==> config.mk <==
export PLATFORM = sky130hd
export DESIGN_NAME = sdspi_sector_reader_flat
export DESIGN_NICKNAME = d
export VERILOG_FILES = /design/src/rtl/sdspi_pkg.sv /design/src/rtl/sdspi_sector_reader_if.sv /design/src/rtl/sdspi_apb_xfer.sv /design/src/rtl/sdspi_sector_reader.sv /design/src/flat_wrapper.sv
export SDC_FILE = /design/constraint.sdc
export NUM_CORES = 1
export LEC_CHECK = 0
export CAP_MARGIN = 20
export CORE_ASPECT_RATIO = 1.4
export CORE_MARGIN = 1
export CORE_UTILIZATION = 51
export CTS_BUF_LIST = sky130_fd_sc_hd__clkbuf_8 sky130_fd_sc_hd__clkbuf_16
export CTS_CLUSTER_DIAMETER = 200
export DETAILED_ROUTE_END_ITERATION = 6
export GPL_TIMING_DRIVEN = 0
export PLACE_DENSITY_LB_ADDON = 0.1
export SETUP_SLACK_MARGIN = 0.4
export SYNTH_ARGS = -nofsm -noshare
export SYNTH_HDL_FRONTEND = slang
export SYNTH_HIERARCHICAL = 1
export SYNTH_SLANG_ARGS = --single-unit
==> constraint.sdc <==
create_clock -name clk27mhz -period 2.7 [get_ports clk27mhz]
set_input_delay 0.27 -clock clk27mhz [delete_from_list [all_inputs] [get_ports clk27mhz]]
set_output_delay 0.27 -clock clk27mhz [all_outputs]
set_load 0.02 [all_outputs]
==> src/rtl/sdspi_pkg.sv <==
// Shared constants and state encodings for the SD sector reader.
package sdspi_pkg;

    // SD controller register map (APB byte offsets)
    localparam logic [15:0] SECT_REG = 16'h0000;
    localparam logic [15:0] CMD_REG  = 16'h0004;
    localparam logic [15:0] STAT_REG = 16'h0008;
    localparam logic [15:0] DATA_REG = 16'h000C;

    localparam logic [31:0] CMD_READ = 32'h0000_0001;

    // Status register bits
    localparam int unsigned STAT_BUSY_BIT = 0;
    localparam int unsigned STAT_ERR_BIT  = 1;

    // err_code values
    localparam logic [1:0] ERR_NONE    = 2'd0;
    localparam logic [1:0] ERR_SLVERR  = 2'd1;
    localparam logic [1:0] ERR_STATUS  = 2'd2;
    localparam logic [1:0] ERR_TIMEOUT = 2'd3;

    // One 512-byte sector as 32-bit words
    localparam int unsigned WORDS      = 128;
    localparam logic [6:0]  LAST_INDEX = 7'(WORDS - 1);

    typedef enum logic [2:0] {
        S_IDLE,
        S_WR_SECT,
        S_WR_CMD,
        S_POLL,
        S_RD_DATA,
        S_PUSH,
        S_FIN,
        S_FAIL
    } state_t;

    typedef enum logic [1:0] {
        X_IDLE,
        X_SETUP,
        X_ACCESS
    } xfer_state_t;

endpackage

==> src/rtl/sdspi_sector_reader_if.sv <==
// APB bus between the sector reader (master) and the SD controller (slave).
interface sdspi_sector_reader_if;
    logic        m_psel;
    logic        m_penable;
    logic        m_pwrite;
    logic [15:0] m_paddr;
    logic [31:0] m_pwdata;
    logic [31:0] m_prdata;
    logic        m_pready;
    logic        m_pslverr;

    modport master (
        output m_psel, m_penable, m_pwrite, m_paddr, m_pwdata,
        input  m_prdata, m_pready, m_pslverr
    );

    modport slave (
        input  m_psel, m_penable, m_pwrite, m_paddr, m_pwdata,
        output m_prdata, m_pready, m_pslverr
    );
endinterface

==> src/rtl/sdspi_apb_xfer.sv <==
// Single-transfer APB master: one setup cycle, access until pready, then idle.
// done/rdata/slverr are valid in the pready cycle itself.
module sdspi_apb_xfer
    import sdspi_pkg::*;
(
    input  logic        clk27mhz,
    input  logic        resetn,
    input  logic        start,
    input  logic        write,
    input  logic [15:0] addr,
    input  logic [31:0] wdata,
    output logic        idle,
    output logic        done,
    output logic [31:0] rdata,
    output logic        slverr,
    sdspi_sector_reader_if.master apb
);

    xfer_state_t xs;

    assign idle   = (xs == X_IDLE);
    assign done   = (xs == X_ACCESS) && apb.m_pready;
    assign rdata  = apb.m_prdata;
    assign slverr = apb.m_pslverr;

    // Transfer phase sequencing; bus outputs are registered and held stable
    always_ff @(posedge clk27mhz or negedge resetn) begin
        if (!resetn) begin
            xs            <= X_IDLE;
            apb.m_psel    <= 1'b0;
            apb.m_penable <= 1'b0;
            apb.m_pwrite  <= 1'b0;
            apb.m_paddr   <= '0;
            apb.m_pwdata  <= '0;
        end else begin
            case (xs)
                X_IDLE: if (start) begin
                    xs            <= X_SETUP;
                    apb.m_psel    <= 1'b1;
                    apb.m_penable <= 1'b0;
                    apb.m_pwrite  <= write;
                    apb.m_paddr   <= addr;
                    apb.m_pwdata  <= wdata;
                end
                X_SETUP: begin
                    xs            <= X_ACCESS;
                    apb.m_penable <= 1'b1;
                end
                X_ACCESS: if (apb.m_pready) begin
                    xs            <= X_IDLE;
                    apb.m_psel    <= 1'b0;
                    apb.m_penable <= 1'b0;
                end
                default: xs <= X_IDLE;
            endcase
        end
    end

endmodule

==> src/rtl/sdspi_sector_reader.sv <==
// Reads one 512-byte sector from the SD controller over APB and streams it
// out as 128 words through a valid/ready handshake.
module sdspi_sector_reader
    import sdspi_pkg::*;
#(
    parameter int unsigned POLL_TIMEOUT = 2_700_000
) (
    input  logic        clk27mhz,
    input  logic        resetn,
    input  logic        req_valid,
    output logic        req_ready,
    input  logic [31:0] req_sector,
    sdspi_sector_reader_if.master apb,
    output logic        wr_valid,
    input  logic        wr_ready,
    output logic [31:0] wr_data,
    output logic [6:0]  wr_index,
    output logic        done,
    output logic        err,
    output logic [1:0]  err_code,
    output logic        busy
);

    localparam logic [21:0] TIMEOUT_LIM = 22'(POLL_TIMEOUT);

    state_t      state;
    logic [31:0] sector;
    logic [21:0] poll_cnt;

    logic        bus_state, timed_out, fail_now;
    logic [1:0]  fail_code;
    logic        x_start, x_write, x_idle, x_done, x_slverr;
    logic [15:0] x_addr;
    logic [31:0] x_wdata, x_rdata;

    sdspi_apb_xfer u_xfer (
        .clk27mhz (clk27mhz),
        .resetn   (resetn),
        .start    (x_start),
        .write    (x_write),
        .addr     (x_addr),
        .wdata    (x_wdata),
        .idle     (x_idle),
        .done     (x_done),
        .rdata    (x_rdata),
        .slverr   (x_slverr),
        .apb      (apb)
    );

    // Per-state bus request and error detection (slverr, then status error, then timeout)
    always_comb begin
        bus_state = 1'b0;
        x_write   = 1'b0;
        x_addr    = '0;
        x_wdata   = '0;
        case (state)
            S_WR_SECT: begin bus_state = 1'b1; x_write = 1'b1; x_addr = SECT_REG; x_wdata = sector;   end
            S_WR_CMD:  begin bus_state = 1'b1; x_write = 1'b1; x_addr = CMD_REG;  x_wdata = CMD_READ; end
            S_POLL:    begin bus_state = 1'b1; x_addr = STAT_REG; end
            S_RD_DATA: begin bus_state = 1'b1; x_addr = DATA_REG; end
            default:   ;
        endcase

        timed_out = (state == S_POLL) && (poll_cnt >= TIMEOUT_LIM);
        x_start   = bus_state && x_idle && !timed_out;

        fail_now  = 1'b0;
        fail_code = ERR_NONE;
        if (bus_state && x_done) begin
            if (x_slverr) begin
                fail_now = 1'b1; fail_code = ERR_SLVERR;
            end else if ((state == S_POLL) && x_rdata[STAT_ERR_BIT]) begin
                fail_now = 1'b1; fail_code = ERR_STATUS;
            end else if (timed_out) begin
                fail_now = 1'b1; fail_code = ERR_TIMEOUT;
            end
        end else if (timed_out && x_idle) begin
            fail_now = 1'b1; fail_code = ERR_TIMEOUT;
        end
    end

    // Sector sequencer; done/err are set on entry so they pulse during FIN/FAIL
    always_ff @(posedge clk27mhz or negedge resetn) begin
        if (!resetn) begin
            state     <= S_IDLE;
            req_ready <= 1'b1;
            busy      <= 1'b0;
            sector    <= '0;
            poll_cnt  <= '0;
            wr_valid  <= 1'b0;
            wr_data   <= '0;
            wr_index  <= '0;
            done      <= 1'b0;
            err       <= 1'b0;
            err_code  <= ERR_NONE;
        end else begin
            done <= 1'b0;
            err  <= 1'b0;
            if (fail_now) begin
                state    <= S_FAIL;
                err      <= 1'b1;
                err_code <= fail_code;
                wr_valid <= 1'b0;
            end else begin
                case (state)
                    S_IDLE: if (req_valid) begin
                        sector    <= req_sector;
                        err_code  <= ERR_NONE;
                        req_ready <= 1'b0;
                        busy      <= 1'b1;
                        state     <= S_WR_SECT;
                    end
                    S_WR_SECT: if (x_done) state <= S_WR_CMD;
                    S_WR_CMD: if (x_done) begin
                        poll_cnt <= '0;
                        state    <= S_POLL;
                    end
                    S_POLL: begin
                        if (!timed_out) poll_cnt <= poll_cnt + 22'd1;
                        if (x_done && !x_rdata[STAT_BUSY_BIT]) state <= S_RD_DATA;
                    end
                    S_RD_DATA: if (x_done) begin
                        wr_data  <= x_rdata;
                        wr_valid <= 1'b1;
                        state    <= S_PUSH;
                    end
                    S_PUSH: if (wr_ready) begin
                        wr_valid <= 1'b0;
                        if (wr_index == LAST_INDEX) begin
                            done  <= 1'b1;
                            state <= S_FIN;
                        end else begin
                            wr_index <= wr_index + 7'd1;
                            state    <= S_RD_DATA;
                        end
                    end
                    S_FIN, S_FAIL: begin
                        wr_index  <= '0;
                        req_ready <= 1'b1;
                        busy      <= 1'b0;
                        state     <= S_IDLE;
                    end
                    default: state <= S_IDLE;
                endcase
            end
        end
    end

endmodule

==> src/flat_wrapper.sv <==
// flat-port wrapper written by rule: the top's interface ports become plain ports
module sdspi_sector_reader_flat import sdspi_pkg::*;
#(
    parameter int unsigned POLL_TIMEOUT = 2_700_000
)
  (clk27mhz, resetn, req_valid, req_ready, req_sector, wr_valid, wr_ready, wr_data, wr_index, done, err, err_code, busy, apb_m_psel, apb_m_penable, apb_m_pwrite, apb_m_paddr, apb_m_pwdata, apb_m_prdata, apb_m_pready, apb_m_pslverr);
  sdspi_sector_reader_if apb_i ();
  input  logic clk27mhz;
  input  logic resetn;
  input  logic req_valid;
  output logic req_ready;
  input  logic [31:0] req_sector;
  output logic wr_valid;
  input  logic wr_ready;
  output logic [31:0] wr_data;
  output logic [6:0] wr_index;
  output logic done;
  output logic err;
  output logic [1:0] err_code;
  output logic busy;
  output wire logic [$bits(apb_i.m_psel)-1:0] apb_m_psel;
  output wire logic [$bits(apb_i.m_penable)-1:0] apb_m_penable;
  output wire logic [$bits(apb_i.m_pwrite)-1:0] apb_m_pwrite;
  output wire logic [$bits(apb_i.m_paddr)-1:0] apb_m_paddr;
  output wire logic [$bits(apb_i.m_pwdata)-1:0] apb_m_pwdata;
  input wire logic [$bits(apb_i.m_prdata)-1:0] apb_m_prdata;
  input wire logic [$bits(apb_i.m_pready)-1:0] apb_m_pready;
  input wire logic [$bits(apb_i.m_pslverr)-1:0] apb_m_pslverr;
  assign apb_m_psel = apb_i.m_psel;
  assign apb_m_penable = apb_i.m_penable;
  assign apb_m_pwrite = apb_i.m_pwrite;
  assign apb_m_paddr = apb_i.m_paddr;
  assign apb_m_pwdata = apb_i.m_pwdata;
  assign apb_i.m_prdata = apb_m_prdata;
  assign apb_i.m_pready = apb_m_pready;
  assign apb_i.m_pslverr = apb_m_pslverr;
  sdspi_sector_reader #(.POLL_TIMEOUT(POLL_TIMEOUT)) u_core (.clk27mhz(clk27mhz), .resetn(resetn), .req_valid(req_valid), .req_ready(req_ready), .req_sector(req_sector), .apb(apb_i), .wr_valid(wr_valid), .wr_ready(wr_ready), .wr_data(wr_data), .wr_index(wr_index), .done(done), .err(err), .err_code(err_code), .busy(busy));
endmodule
==> results.ini <==
[outcome]
status=completed

[clocking]
htree_levels=4
insertion_delay_ns=0.42
cts.sinks=156
numCtsBuffers=17
clockBufferDepth=2
worst_setup_hold_path_clk_slew_ns=0.06
cts_tree=built
cts-root-buf=clkbuf_16

[synthesis]
synth_ff_type=dfrtp_1
avgSynthCellArea_um2=11.0
syn_inst=676
ys.warnings.count=6
yosysSeqAreaShare_pct=52.5
synth_top_area_share_pct=52.2
synth_area_um2=7430
ys_top_cells_by_count=dfrtp_1, nand2_1, and2_1
synth-seq-cells=156
async_reset_ff_share_pct=100
synth_most_common_cell=dfrtp_1
yosysUniqueCellTypes=56
netlist_top_cells_area=dfrtp_1, nand2_1, mux2_4, mux2_1, buf_4
synth_edf_count=0
synth_top_area_cell=dfrtp_1

[timing]
layout_worst_path_cycle_share_pct=86.0
drv_slew=0
grt_setup_unrepaired=yes
layout_min_cycle_time_ns=2.32
hold_viol=0
fmax_mhz=431
timing.clock.skew_ns=0.00968
worst_slack_ns=0.378
worst_pin_slew_ns=0.665
setup_viol=0
slew-limit-headroom_pct=55.5
whs_ns=0.0779

[final_layout]
fin_nets=928
final_core_util_pct=70.7
regArea_um2=3910
fillers=1056
area_growth_pct=33.5
final_layout_size_suffix_gt1_share_pct=19.9
multi_input_area_um2=3100
antenna_cells=0

[worst_setup_path]
start_kind=flop
worstPathMaxFanout=10
reg2reg_depth=10
cp.arrival_ns=2.63
criticalPathCategory=flop to flop
r2r_setup_slack_ns=0.38
crit_required_ns=3.01
end_kind=flop

[pwr]
total_power_mw=11.3
p_leak_nw=4.60
vdd_ir_drop_max_v=0.000539
p_per_area_nw_per_um2=1140

[routing]
drtPass1Iterations=5
drtIter0Drc=304
wl_mm=17.7
routed_via_density=5.39
num_vias=5677
drt_drc_violations_left=0
routedWlPerCell_um=16.8
ant_nets=0

[global_routing]
grt_pass1_vias=5769
grt_max_degree=98
grt.total_usage_pct=24.0
overflow=0
grt_pass1_wl_mm=28.3
antenna_found_initial=0

[die]
boundaryPins=167
core_um2=14000
die_x_um=104
die-area_um2=15100
die_y_um=145
std_cell_rows=51
start_util_pct=52.9

[worst_hold_path]
hold_depth=2
hold_class=input pin to flop

[place]
gp_congestion=0.837
dp_hpwl_mm=12.3
dp_slack_ns=0.0747
port_buffers=133

[job]
cap_viol_max_count=0

-- layer usage --
metal | up-vias | GRT usage (%) | wire length [µm]
met5 | - | 0 | 0
met4 | 0 | 12.3 | 508
met3 | 36 | 6.27 | 1200
met2 | 223 | 41.3 | 9080
met1 | 2782 | 27.8 | 6880
li1 | 2636 | - | -
-- where the power goes --
| group | total, mW | switching (mW) | internal (mW) |
|---|---|---|---|
| clock | 2.44 | 0.961 | 1.48 |
| sequential | 3.70 | 0.507 | 3.19 |
| combinational | 5.17 | 2.57 | 2.60 |
-- critical path: stages, from the launching register on --
cell      delay (ns)
dfrtp_1         0.38
buf_6           0.14
o211ai_1        0.21
o22ai_2         0.15
nor2_2          0.14
o21bai_1        0.09
a21oi_2         0.18
nor3b_4         0.24
buf_12          0.17
buf_6           0.16
mux2_2          0.34
-- cell families after synthesis --
family | share of synthesized area [%]
muxes | 14.2
other | 0.0505
adders and majority gates | 0.505
and+or+nand+nor | 16.8
DFF | 52.5
AOI/OAI and AO/OA | 8.49
xor gates and xnor gates | 0.236
buffers and inverters | 7.22
-- worst paths after layout --
check                                                start                                    endpoint
min in group asynchronous                           resetn             u_core/poll_cnt[17]$_DFFE_PN0P_
hold reg to reg              u_core/sector[20]$_DFFE_PN0P_               u_core/sector[20]$_DFFE_PN0P_
setup / recovery           u_core/poll_cnt[15]$_DFFE_PN0P_  u_core/u_xfer/apb.m_pwdata[23]$_DFFE_PN0P_
hold / removal                             apb_m_prdata[5]               u_core/wr_data[5]$_DFFE_PN0P_
max in group asynchronous                           resetn              u_core/wr_data[25]$_DFFE_PN0P_
setup reg to reg           u_core/poll_cnt[15]$_DFFE_PN0P_  u_core/u_xfer/apb.m_pwdata[23]$_DFFE_PN0P_
-- flip-flops by register name (all words and copies together) (netlist names), 2 cells and up --
register                    count
u_core/err_code                 2
u_core/poll_cnt                22
u_core/sector                  32
u_core/state                    3
u_core/u_xfer/apb.m_paddr      16
u_core/u_xfer/apb.m_pwdata     32
u_core/u_xfer/xs                2
u_core/wr_data                 32
u_core/wr_index                 7
-- per-stage QoR --
stage | instances | TNS, ns | instance area (µm²)
2_1_floorplan | 689 | 0 | 7480
3_3_place_gp | 1007 | -749.24 | 9040
3_5_place_dp | 1008 | 0 | 9070
4_1_cts | 1049 | 0 | 9830
5_1_grt | 1053 | 0 | 9920
6_report | 1053 | 0 | 9920
-- layout by cell type, fill, tap and decap left out, types with 4 or more instances in the layout --
| master | instances |
|---|---|
| a21oi_1 | 14 |
| and2_1 | 38 |
| and3_1 | 5 |
| buf_12 | 8 |
| buf_4 | 44 |
| buf_6 | 6 |
| clkbuf_1 | 13 |
| clkbuf_16 | 18 |
| clkbuf_2 | 5 |
| clkdlybuf4s50_1 | 132 |
| clkinvlp_4 | 4 |
| conb_1 | 14 |
| dfrtp_1 | 153 |
| inv_1 | 12 |
| mux2_1 | 24 |
| mux2_2 | 21 |
| mux2_4 | 36 |
| nand2_1 | 135 |
| nand2b_1 | 12 |
| nand3_1 | 13 |
| nand4_1 | 8 |
| nor2_1 | 21 |
| nor3_1 | 6 |
| nor4_1 | 4 |
| o211ai_1 | 4 |
| o21a_1 | 6 |
| o21ai_0 | 15 |
| o31ai_1 | 23 |
-- repair_timing --
action / 4_1_cts / 5_1_grt
setup buffers: 8 / 3
cloned: 0 / 1
endpoints found under the setup margin: 49 / 68
hold buffers: 1 / 0
hold endpoints to repair: 58 / 0
resized for setup: 17 / 20
pin swaps: 6 / 7
-- layout make-up --
type / instances / share of cell area (%)
multi-input cells: 454 / 31.2
plain buffers: 68 / 5.48
inverters: 11 / 0.416
repair buffers: 147 / 15.0
well taps: 185 / 2.33
flip-flops and latches: 156 / 39.4
clock inverters: 14 / 1.71
clock buffers: 18 / 4.43
(Power assumes the default switching activity.)
